### config.mk
export PLATFORM = sky130hd
export DESIGN_NAME = voice_allocator
export DESIGN_NICKNAME = d
export VERILOG_FILES = /design/src/rtl/synth_pkg.sv /design/src/rtl/voice_candidate_sel.sv /design/src/rtl/voice_allocator.sv
export SDC_FILE = /design/constraint.sdc
export NUM_CORES = 2
export LEC_CHECK = 0
export BUFFER_PORTS_ARGS = -buffer_cell sky130_fd_sc_hd__buf_2
export CORE_ASPECT_RATIO = 1.1
export CORE_UTILIZATION = 40
export CTS_BUF_LIST = sky130_fd_sc_hd__clkbuf_2 sky130_fd_sc_hd__clkbuf_4 sky130_fd_sc_hd__clkbuf_8
export DETAILED_ROUTE_END_ITERATION = 16
export PLACE_DENSITY_LB_ADDON = 0.08
export SYNTH_ARGS = -nofsm -noshare
export SYNTH_HDL_FRONTEND = slang
export SYNTH_SLANG_ARGS = --single-unit
### constraint.sdc
create_clock -name clk32 -period 36.3 [get_ports clk32]
set_clock_uncertainty 0.15 [all_clocks]
set_input_delay 1.815 -clock clk32 [delete_from_list [all_inputs] [get_ports clk32]]
set_output_delay 1.815 -clock clk32 [all_outputs]
set_load 0.05 [all_outputs]
### src/rtl/synth_pkg.sv
// Shared synth definitions: voice-RAM write kinds, allocator defaults and
// FSM states, candidate priority classes, and ADSR states used by the voice-RAM writer.
package synth_pkg;

    localparam int NUM_VOICES_DEF = 32;

    localparam logic [1:0] WR_START   = 2'd0;
    localparam logic [1:0] WR_RELEASE = 2'd1;
    localparam logic [1:0] WR_STEAL   = 2'd2;
    localparam logic [1:0] WR_RETRIG  = 2'd3;

    localparam logic [1:0] ST_IDLE  = 2'd0;
    localparam logic [1:0] ST_SCAN  = 2'd1;
    localparam logic [1:0] ST_ISSUE = 2'd2;

    // Higher class wins; a note-off candidate always uses CLS_MATCH.
    localparam logic [1:0] CLS_HELD     = 2'd0;
    localparam logic [1:0] CLS_RELEASED = 2'd1;
    localparam logic [1:0] CLS_FREE     = 2'd2;
    localparam logic [1:0] CLS_MATCH    = 2'd3;

    localparam logic [2:0] ADSR_BLANK   = 3'd0;
    localparam logic [2:0] ADSR_ATTACK  = 3'd1;
    localparam logic [2:0] ADSR_DECAY   = 3'd2;
    localparam logic [2:0] ADSR_SUSTAIN = 3'd3;
    localparam logic [2:0] ADSR_RELEASE = 3'd4;

    function automatic logic [1:0] kind_of_class(input logic is_on, input logic [1:0] cls);
        logic [1:0] kind;
        if (!is_on) begin
            kind = WR_RELEASE;
        end else begin
            case (cls)
                CLS_MATCH: kind = WR_RETRIG;
                CLS_FREE:  kind = WR_START;
                default:   kind = WR_STEAL;
            endcase
        end
        return kind;
    endfunction

endpackage

### src/rtl/voice_candidate_sel.sv
// Compares the voice under scan against the running best candidate
// (priority class, then age for steal classes, then lower index).
module voice_candidate_sel
    import synth_pkg::*;
#(
    parameter int VIDX_W  = 5,
    parameter int STAMP_W = 16
) (
    input  logic               is_on,
    input  logic [6:0]         cmd_note,
    input  logic [3:0]         cmd_channel,
    input  logic [STAMP_W-1:0] now,
    input  logic [VIDX_W-1:0]  cur_idx,
    input  logic               e_used,
    input  logic               e_released,
    input  logic [6:0]         e_note,
    input  logic [3:0]         e_channel,
    input  logic [STAMP_W-1:0] e_stamp,
    input  logic               best_valid,
    input  logic [1:0]         best_class,
    input  logic [STAMP_W-1:0] best_age,
    input  logic [VIDX_W-1:0]  best_idx,
    output logic               take,
    output logic [1:0]         cand_class,
    output logic [STAMP_W-1:0] cand_age
);

    logic match;
    logic eligible;

    // Classify the current entry and decide whether it beats the running best
    always_comb begin
        match    = (e_note == cmd_note) && (e_channel == cmd_channel);
        cand_age = now - e_stamp;
        if (is_on) begin
            eligible = 1'b1;
            if (e_used && !e_released && match) begin
                cand_class = CLS_MATCH;
            end else if (!e_used) begin
                cand_class = CLS_FREE;
            end else if (e_released) begin
                cand_class = CLS_RELEASED;
            end else begin
                cand_class = CLS_HELD;
            end
        end else begin
            eligible   = e_used && !e_released && match;
            cand_class = CLS_MATCH;
        end

        // Retrigger/free/release picks want the lowest index; steals want the oldest.
        if (!eligible) begin
            take = 1'b0;
        end else if (!best_valid) begin
            take = 1'b1;
        end else if (cand_class != best_class) begin
            take = cand_class > best_class;
        end else if (cand_class[1] || !is_on) begin
            take = cur_idx < best_idx;
        end else if (cand_age != best_age) begin
            take = cand_age > best_age;
        end else begin
            take = cur_idx < best_idx;
        end
    end

endmodule

### src/rtl/voice_allocator.sv
// Voice allocation scheduler: shadows voice occupancy in registers, scans one
// voice per cycle to pick a slot, then issues one voice-RAM write command.
module voice_allocator
    import synth_pkg::*;
#(
    parameter int NUM_VOICES = NUM_VOICES_DEF,
    parameter int VIDX_W     = 5,
    parameter int STAMP_W    = 16
) (
    input  logic              clk32,
    input  logic              rst,
    input  logic              cmd_valid,
    output logic              cmd_ready,
    input  logic              cmd_on,
    input  logic [6:0]        cmd_note,
    input  logic [3:0]        cmd_channel,
    input  logic [6:0]        cmd_velocity,
    input  logic              free_valid,
    input  logic [VIDX_W-1:0] free_idx,
    output logic              wr_valid,
    input  logic              wr_ready,
    output logic [VIDX_W-1:0] wr_idx,
    output logic [1:0]        wr_kind,
    output logic [6:0]        wr_note,
    output logic [3:0]        wr_channel,
    output logic [6:0]        wr_velocity,
    output logic [VIDX_W:0]   active_count,
    output logic              busy,
    output logic              miss
);

    localparam logic [VIDX_W-1:0] LAST_IDX = VIDX_W'(NUM_VOICES - 1);

    logic [1:0]         state_q, state_d;
    logic [VIDX_W-1:0]  scan_idx_q, scan_idx_d;
    logic               c_on_q, c_on_d;
    logic [6:0]         c_note_q, c_note_d;
    logic [3:0]         c_chan_q, c_chan_d;
    logic [6:0]         c_vel_q, c_vel_d;
    logic               best_valid_q, best_valid_d;
    logic [1:0]         best_class_q, best_class_d;
    logic [STAMP_W-1:0] best_age_q, best_age_d;
    logic [VIDX_W-1:0]  best_idx_q, best_idx_d;
    logic [STAMP_W-1:0] now_q, now_d;
    logic               wr_valid_q, wr_valid_d;
    logic [VIDX_W-1:0]  wr_idx_q, wr_idx_d;
    logic [1:0]         wr_kind_q, wr_kind_d;
    logic [6:0]         wr_note_q, wr_note_d;
    logic [3:0]         wr_chan_q, wr_chan_d;
    logic [6:0]         wr_vel_q, wr_vel_d;
    logic               miss_q, miss_d;
    logic [VIDX_W:0]    active_count_q, active_count_d;

    logic [NUM_VOICES-1:0] used_q, used_d, rel_q, rel_d;
    logic [6:0]            vnote_q  [NUM_VOICES];
    logic [6:0]            vnote_d  [NUM_VOICES];
    logic [3:0]            vchan_q  [NUM_VOICES];
    logic [3:0]            vchan_d  [NUM_VOICES];
    logic [STAMP_W-1:0]    vstamp_q [NUM_VOICES];
    logic [STAMP_W-1:0]    vstamp_d [NUM_VOICES];

    logic               wr_hs;
    logic               sel_take;
    logic [1:0]         sel_class;
    logic [STAMP_W-1:0] sel_age;

    assign wr_hs        = wr_valid_q & wr_ready;
    assign cmd_ready    = (state_q == ST_IDLE) & ~rst;
    assign busy         = (state_q != ST_IDLE);
    assign wr_valid     = wr_valid_q;
    assign wr_idx       = wr_idx_q;
    assign wr_kind      = wr_kind_q;
    assign wr_note      = wr_note_q;
    assign wr_channel   = wr_chan_q;
    assign wr_velocity  = wr_vel_q;
    assign miss         = miss_q;
    assign active_count = active_count_q;

    voice_candidate_sel #(
        .VIDX_W  (VIDX_W),
        .STAMP_W (STAMP_W)
    ) u_sel (
        .is_on       (c_on_q),
        .cmd_note    (c_note_q),
        .cmd_channel (c_chan_q),
        .now         (now_q),
        .cur_idx     (scan_idx_q),
        .e_used      (used_q[scan_idx_q]),
        .e_released  (rel_q[scan_idx_q]),
        .e_note      (vnote_q[scan_idx_q]),
        .e_channel   (vchan_q[scan_idx_q]),
        .e_stamp     (vstamp_q[scan_idx_q]),
        .best_valid  (best_valid_q),
        .best_class  (best_class_q),
        .best_age    (best_age_q),
        .best_idx    (best_idx_q),
        .take        (sel_take),
        .cand_class  (sel_class),
        .cand_age    (sel_age)
    );

    // Command FSM: latch, scan for the best slot, then hold the write until accepted
    always_comb begin
        state_d      = state_q;
        scan_idx_d   = scan_idx_q;
        c_on_d       = c_on_q;
        c_note_d     = c_note_q;
        c_chan_d     = c_chan_q;
        c_vel_d      = c_vel_q;
        best_valid_d = best_valid_q;
        best_class_d = best_class_q;
        best_age_d   = best_age_q;
        best_idx_d   = best_idx_q;
        now_d        = now_q;
        wr_valid_d   = wr_valid_q;
        wr_idx_d     = wr_idx_q;
        wr_kind_d    = wr_kind_q;
        wr_note_d    = wr_note_q;
        wr_chan_d    = wr_chan_q;
        wr_vel_d     = wr_vel_q;
        miss_d       = 1'b0;
        case (state_q)
            ST_IDLE: begin
                if (cmd_valid) begin
                    c_on_d       = cmd_on;
                    c_note_d     = cmd_note;
                    c_chan_d     = cmd_channel;
                    c_vel_d      = cmd_velocity;
                    scan_idx_d   = '0;
                    best_valid_d = 1'b0;
                    best_class_d = CLS_HELD;
                    best_age_d   = '0;
                    best_idx_d   = '0;
                    state_d      = ST_SCAN;
                end else begin
                    state_d = ST_IDLE;
                end
            end
            ST_SCAN: begin
                if (sel_take) begin
                    best_valid_d = 1'b1;
                    best_class_d = sel_class;
                    best_age_d   = sel_age;
                    best_idx_d   = scan_idx_q;
                end else begin
                    best_valid_d = best_valid_q;
                end
                if (scan_idx_q == LAST_IDX) begin
                    state_d    = ST_ISSUE;
                    wr_valid_d = best_valid_d;
                    miss_d     = ~best_valid_d;
                    if (best_valid_d) begin
                        wr_idx_d  = best_idx_d;
                        wr_kind_d = kind_of_class(c_on_q, best_class_d);
                        wr_note_d = c_note_q;
                        wr_chan_d = c_chan_q;
                        wr_vel_d  = c_vel_q;
                    end else begin
                        wr_idx_d = wr_idx_q;
                    end
                end else begin
                    scan_idx_d = scan_idx_q + VIDX_W'(1);
                end
            end
            ST_ISSUE: begin
                if (!wr_valid_q) begin
                    state_d = ST_IDLE;
                end else if (wr_ready) begin
                    wr_valid_d = 1'b0;
                    state_d    = ST_IDLE;
                    now_d      = c_on_q ? (now_q + STAMP_W'(1)) : now_q;
                end else begin
                    state_d = ST_ISSUE;
                end
            end
            default: begin
                state_d = ST_IDLE;
            end
        endcase
    end

    // Shadow table next state: a note-on handshake beats a free, a free beats a release
    always_comb begin
        used_d   = used_q;
        rel_d    = rel_q;
        vnote_d  = vnote_q;
        vchan_d  = vchan_q;
        vstamp_d = vstamp_q;
        for (int i = 0; i < NUM_VOICES; i++) begin
            if (wr_hs && (wr_idx_q == VIDX_W'(i)) && (wr_kind_q != WR_RELEASE)) begin
                used_d[i]   = 1'b1;
                rel_d[i]    = 1'b0;
                vnote_d[i]  = wr_note_q;
                vchan_d[i]  = wr_chan_q;
                vstamp_d[i] = now_q;
            end else if (free_valid && (free_idx == VIDX_W'(i))) begin
                used_d[i] = 1'b0;
                rel_d[i]  = 1'b0;
            end else if (wr_hs && (wr_idx_q == VIDX_W'(i))) begin
                rel_d[i] = used_q[i];
            end else begin
                used_d[i] = used_q[i];
            end
        end
    end

    // Population count of occupied voices, registered below
    always_comb begin
        active_count_d = '0;
        for (int i = 0; i < NUM_VOICES; i++) begin
            active_count_d = active_count_d + (VIDX_W + 1)'(used_q[i]);
        end
    end

    // Control and output registers
    always_ff @(posedge clk32 or posedge rst) begin
        if (rst) begin
            state_q        <= ST_IDLE;
            scan_idx_q     <= '0;
            c_on_q         <= 1'b0;
            c_note_q       <= '0;
            c_chan_q       <= '0;
            c_vel_q        <= '0;
            best_valid_q   <= 1'b0;
            best_class_q   <= CLS_HELD;
            best_age_q     <= '0;
            best_idx_q     <= '0;
            now_q          <= '0;
            wr_valid_q     <= 1'b0;
            wr_idx_q       <= '0;
            wr_kind_q      <= WR_START;
            wr_note_q      <= '0;
            wr_chan_q      <= '0;
            wr_vel_q       <= '0;
            miss_q         <= 1'b0;
            active_count_q <= '0;
        end else begin
            state_q        <= state_d;
            scan_idx_q     <= scan_idx_d;
            c_on_q         <= c_on_d;
            c_note_q       <= c_note_d;
            c_chan_q       <= c_chan_d;
            c_vel_q        <= c_vel_d;
            best_valid_q   <= best_valid_d;
            best_class_q   <= best_class_d;
            best_age_q     <= best_age_d;
            best_idx_q     <= best_idx_d;
            now_q          <= now_d;
            wr_valid_q     <= wr_valid_d;
            wr_idx_q       <= wr_idx_d;
            wr_kind_q      <= wr_kind_d;
            wr_note_q      <= wr_note_d;
            wr_chan_q      <= wr_chan_d;
            wr_vel_q       <= wr_vel_d;
            miss_q         <= miss_d;
            active_count_q <= active_count_d;
        end
    end

    // Voice shadow table registers
    always_ff @(posedge clk32 or posedge rst) begin
        if (rst) begin
            used_q <= '0;
            rel_q  <= '0;
            for (int i = 0; i < NUM_VOICES; i++) begin
                vnote_q[i]  <= '0;
                vchan_q[i]  <= '0;
                vstamp_q[i] <= '0;
            end
        end else begin
            used_q   <= used_d;
            rel_q    <= rel_d;
            vnote_q  <= vnote_d;
            vchan_q  <= vchan_d;
            vstamp_q <= vstamp_d;
        end
    end

endmodule

# [After elaboration in Yosys (flattened, before gate mapping)]
# Cells that the tools add are included.
[totals] register_bits=1027 input_bits=29 word_cells=690 output_inout_bits=35
[op_classes] reduce_logical=179 n_bitwise=5 mux=212 eq_ne=76 n_addsub=34 order_cmp=5
[ops] op="two-way mux 1 bit" n=178
[ops] op="equality test 5 bit, second input constant" n=33
[ops] op="adder 6 x 1 -> 6 bit" n=26
[ops] op="logical AND 1 bit" n=99
[ops] op="nonzero test 3 bit" n=32
[ops] op="binary-select mux 16 bit (select 5 bit)" n=1
[ops] op="equality test 5 x 4 -> 1 bit, second input constant" n=16
[ops] op="nonzero test 2 bit" n=35
[ops] op="two-way mux 16 bit" n=4
[ops] op="equality test 5 x 3 -> 1 bit, second input constant" n=8
[ops] op="binary-select mux 7 bit (select 5 bit)" n=1
[ops] op="case mux 16 bit (2 select lines)" n=1
[ops] op="binary-select mux 4 bit (select 5 bit)" n=1
[ops] op="equality test 5 x 2 -> 1 bit, second input constant" n=4
[ops] op="two-way mux 2 bit" n=10
[ops] op="case mux 5 bit (2 select lines)" n=2
[ops] op="adder 16 x 1 -> 16 bit, second input constant" n=1
[ops] op="greater-than comparator 16 bit" n=1
[ops] op="inequality test 16 bit" n=1
[ops] op="subtractor 16 bit" n=1
[ops] op="two-way mux 5 bit" n=3
[ops] op="two-way mux 7 bit" n=2
[ops] op="binary-select mux 1 bit (select 5 bit)" n=2
[ops] op="equality test 5 x 1 -> 1 bit, second input constant" n=2
[ops] op="other kinds (31)" n=47

# [Longest topological paths before layout]
[depth] ltp_word=31 ltp_mapped=37

# [Hierarchy]
# Synthesis repeated with hierarchy kept, for this count alone.
[hier_totals] cells_unflattened=3467 area_unflattened_um2=49094.6
[by_module_without_submodules] mod="voice_allocator" instances=1 cells_per_inst=3232 area_each_um2=47464.3 seq_area_each_um2=25699.6
[by_module_without_submodules] mod="voice_candidate_sel" instances=1 cells_per_inst=235 area_each_um2=1630.3 seq_area_each_um2=0.0

# [Least setup slack after synthesis]
# OpenSTA, ideal clock, no wires.
[synth_timing] kind="flip-flop to flip-flop" from="register scan_idx_q[0]" to="register best_age_q[10]" path_slack_ps=28413 synth_period_minus_slack_ps=7887 path_stages_with_launch=35 arrival_ps=7609 path_buffers=10 cell_sequence="dfrtp_1 buf_6 buf_6 buf_6 buf_6 buf_4 buf_4 buf_2 clkbuf_1 buf_1 mux4_2 mux4_2 mux2i_1 ha_1 nor2b_1 o21ai_0 a21oi_1 o21ai_0 a21o_1 a21oi_1 o31ai_1 a21oi_1 a21oi_1 xnor2_1 ha_1 a21o_1 a21o_1 a21oi_1 o21ai_0 o22a_1 and3_1 a211oi_2 nor3_4 buf_6 mux2_1"
[synth_via] elab_chain_cells=16 elab_cells_between_ends=41 cone_classes="1 x add/sub; 3 x order compare; 5 x eq/ne; 25 x mux; 1 x bitwise; 6 x reduce/logical"
[synth_lines] element="start: declaration" line_no="voice_allocator.sv:35" text="logic [VIDX_W-1:0] scan_idx_q, scan_idx_d;"
[synth_lines] element="start signal: assignment" line_no="voice_allocator.sv:239" text="scan_idx_q <= scan_idx_d;"
[synth_lines] element="parallel branches: the longest is 16 deep, another holds subtractor 16 bit"
[synth_lines] element="end signal: assignment" line_no="voice_allocator.sv:246" text="best_age_q <= best_age_d;"
[synth_lines] element="end: declaration" line_no="voice_allocator.sv:42" text="logic [STAMP_W-1:0] best_age_q, best_age_d;"
# Several ways; the timed one is not identified. The select of a mux whose other input is x is not followed.
# A chain may end at the register's enable or synchronous reset.

# [Final worst setup path]
[layout_timing] from="register scan_idx_q[1]" to="register best_age_q[15]"
# The elaborated chain is that of the path after synthesis.

==> impl_metrics.tcl <==
set metrics [dict create \
    max_cap_violations 0 \
    p_per_area_nw_per_um2 73.7 \
    cts.sinks 1027 \
    drt-wirelength-per-cell_um 29.4 \
    syn-cell-area_sq_um 48400 \
    area_growth_pct 12.1 \
    period_needed_ps 8990 \
    netlist_instances 3384 \
    timing.final.crit_share_pct 24.8 \
    status "completed" \
    routed_wirelength_mm 151 \
    layout.cells.non_filler 5136 \
    hold_path_depth 2 \
    drive_gt1_share_pct 45.5 \
    dp_hpwl_mm 85.7 \
    fill_cells 10700 \
    cts_made_buffers 180 \
    synth_top_area_share_pct 53.1 \
    drtIter0Drc 2414 \
    grt_max_degree 175 \
    leakage_nw 25.9 \
    rsz0062_at_grt "no" \
    post_cts_buffers 0 \
    h-tree-depth 4 \
    path_max_fanout 58 \
    core_sq_um 120000 \
    ys_ff_latch 1027 \
    io_pins 64 \
    cp.arrival_ps 9600 \
    synth_warnings 0 \
    port_buffers 63 \
    layout_setup_ws_ps 27310 \
    drt.antenna.violating_nets 0 \
    gp_congestion 0.844 \
    r2r-start "scan_idx_q[1]" \
    synth_edf_count 0 \
    tightest_slew_ps 1280 \
    hold_viol_final 0 \
    cts_buffer_depth 3 \
    syn_avg_cell_area_sq_um 14.3 \
    whs_endpoint "c_vel_q[2]" \
    cts_resized 0 \
    die_area_sq_um 122000 \
    relSlewSlack_pct 14.8 \
    p_total_mw 4.00 \
    reg2reg_setup_slack_ps 27310 \
    synth_nets 3486 \
    vias 30100 \
    crit_path_end_kind "flop" \
    worstSetupPathType "reg2reg" \
    die_h_um 367 \
    ys.flop_type "dfrtp_1" \
    row_count 133 \
    drv_slew 0 \
    slowest_stage "dfrtp_4" \
    min_from "c_vel_q[2]" \
    synth_area_leaders "dfrtp_1 53%, mux2_2 20%, mux4_2 11%" \
    finalInstanceArea_sq_um 54200 \
    start_util_pct 40.4 \
    cts_hold_buf 0 \
    cts_tree "done" \
    timing.hold.ws_ps 320 \
    post-route-util_pct 45.3 \
    hp-class "reg2reg" \
    antenna_found_initial 8 \
    grt_pass1_vias 32200 \
    r2r-end "best_age_q[15]" \
    peakVddDrop_uv 129 \
    first_pass_iters 5 \
    drc 0 \
    worst_setup_path_start_kind "flop" \
    fp.dieW_um 334 \
    final_common_cell "dfrtp_1" \
    yosysTopAreaCell "dfrtp_1" \
    finalSetupViolations 0 \
    overflow 0 \
    fmax_ghz 0.111 \
    layout_common_cells "1024 x dfrtp_1, 870 x mux2_2, 240 x mux4_2" \
    seq_area_frac_synth_pct 53.1 \
    drt-vias-per-instance 5.85 \
    grt_pass1_wl_mm 225 \
    crit_required_ps 36910 \
    dp.cells 4802 \
    cpPeakStageDelay_ps 940 \
    nets 3534 \
    synth.distinct_cells 65 \
    clk-insertion-delay-late_ps 910 \
    clk_pin_slew_ps 60 \
    dpl_cell_area_sq_um 50300 \
    track_usage_pct 25.1 \
    ys_async_sr_fraction_pct 100 \
    setup_tns_ps 0 \
    critical_path.cell_chain "buf_4 > buf_4 > mux4_2 > mux4_2 > mux2i_1 > ha_1 > a21o_1 > a21oi_1 > o21bai_1 > a21oi_1 > o21ai_0 > a21oi_1 > o21bai_1 > a21boi_0 > nor3_1 > nand4b_1 > ha_1 > nand4_1 > o21ai_0 > o22a_1 > and3_1 > a211oi_2 > nor3_4 > mux2_2" \
    cts-root-buf "clkbuf_8" \
    cpMostUsedCell "a21oi_1" \
    dp_slack_ps 27270 \
    r2r.worst_path.cells 24 \
]
==> worst max-delay path by stage <==
stage / cells after the start / endpoint / slack [ps] / start
2_1_floorplan: 1 / active_count[0] / 5430 / rst
3_3_place_gp: 24 / best_age_q[15] / 27360 / scan_idx_q[1]
3_5_place_dp: 24 / best_age_q[15] / 27270 / scan_idx_q[1]
4_1_cts: 24 / best_age_q[15] / 27230 / scan_idx_q[1]
5_1_grt: 24 / best_age_q[15] / 26730 / scan_idx_q[1]
6_report: 24 / best_age_q[15] / 27310 / scan_idx_q[1]
==> power by group <==
group | internal (mW) | total, mW | switching (mW)
logic | 0.595 | 1.42 | 0.825
registers | 1.27 | 1.43 | 0.164
clock network | 0.641 | 1.14 | 0.502
total | 2.51 | 4.00 | 1.49
==> flip-flops by register name (all words and copies together) (netlist names), 2 cells and up <==
signal,cells
scan_idx_q,5
best_age_q,16
used_q,32
wr_channel,4
vstamp_q,512
active_count,6
c_vel_q,7
c_note_q,7
now_q,16
wr_idx,5
vnote_q,224
c_chan_q,4
best_class_q,2
state_q,2
vchan_q,128
wr_kind,2
wr_velocity,7
wr_note,7
rel_q,32
best_idx_q,5
==> cells in the mapped netlist (all sizes together) (13+ instances only) <==
master,number
o22ai,15
ha,48
fa,25
nor3,19
xnor2,26
a21oi,62
nor2,113
o221ai,13
o21ai,103
nand4,44
mux4,240
mux2i,71
dfrtp,1027
clkbuf,192
nand2,148
buf,77
inv,83
mux2,883
nand3,20
nor2b,17
a22o,16
==> area by class of cell <==
cell class	instances	area [sq um]	area share, %
antenna	8	20.0	0.0369
clock inverter	32	223	0.411
clock buffer	294	3680	6.78
sequential	1027	25700	47.4
inverter	84	324	0.597
multi-input combinational	2004	21500	39.6
tap	1552	1940	3.58
timing repair buffer	135	893	1.65
==> cell families (layout without fill, tap and decap cells) <==
group           after synthesis  count (layout)  share of synthesized area (%)
simple gates                411             411                           3.98
buf+inv                     353             545                           3.02
xor+xnor                     34              34                          0.615
fa+ha+maj                    73              73                           2.27
other cells                   0               8                              0
mux                        1194            1194                           33.2
compound gates              292             292                           3.84
flops                      1027            1027                           53.1
==> layer usage <==
| metal | part of all wire [%] | vias to the layer above | track usage, % |
|---|---|---|---|
| met1 | 44 | 16300 | 34.4 |
| met4 | 3.4 | 0 | 9.39 |
| met2 | 48 | 885 | 40.1 |
| met5 | 0 | - | 0 |
| met3 | 5.5 | 282 | 4.37 |
| li1 | - | 12500 | - |
==> worst max-delay path: cells and delay by family, from the launching register on <==
kind                     cells  cell delay (ps)
AO/OA/AOI/OAI               11             2290
multiplexers                 4             1660
AND/OR/NAND/NOR              5             1530
buffers and inverters        2             1520
flip-flops                   1              940
adder cells (fa/ha/maj)      2              680
Note: power is estimated with default switching activity, not from simulation.
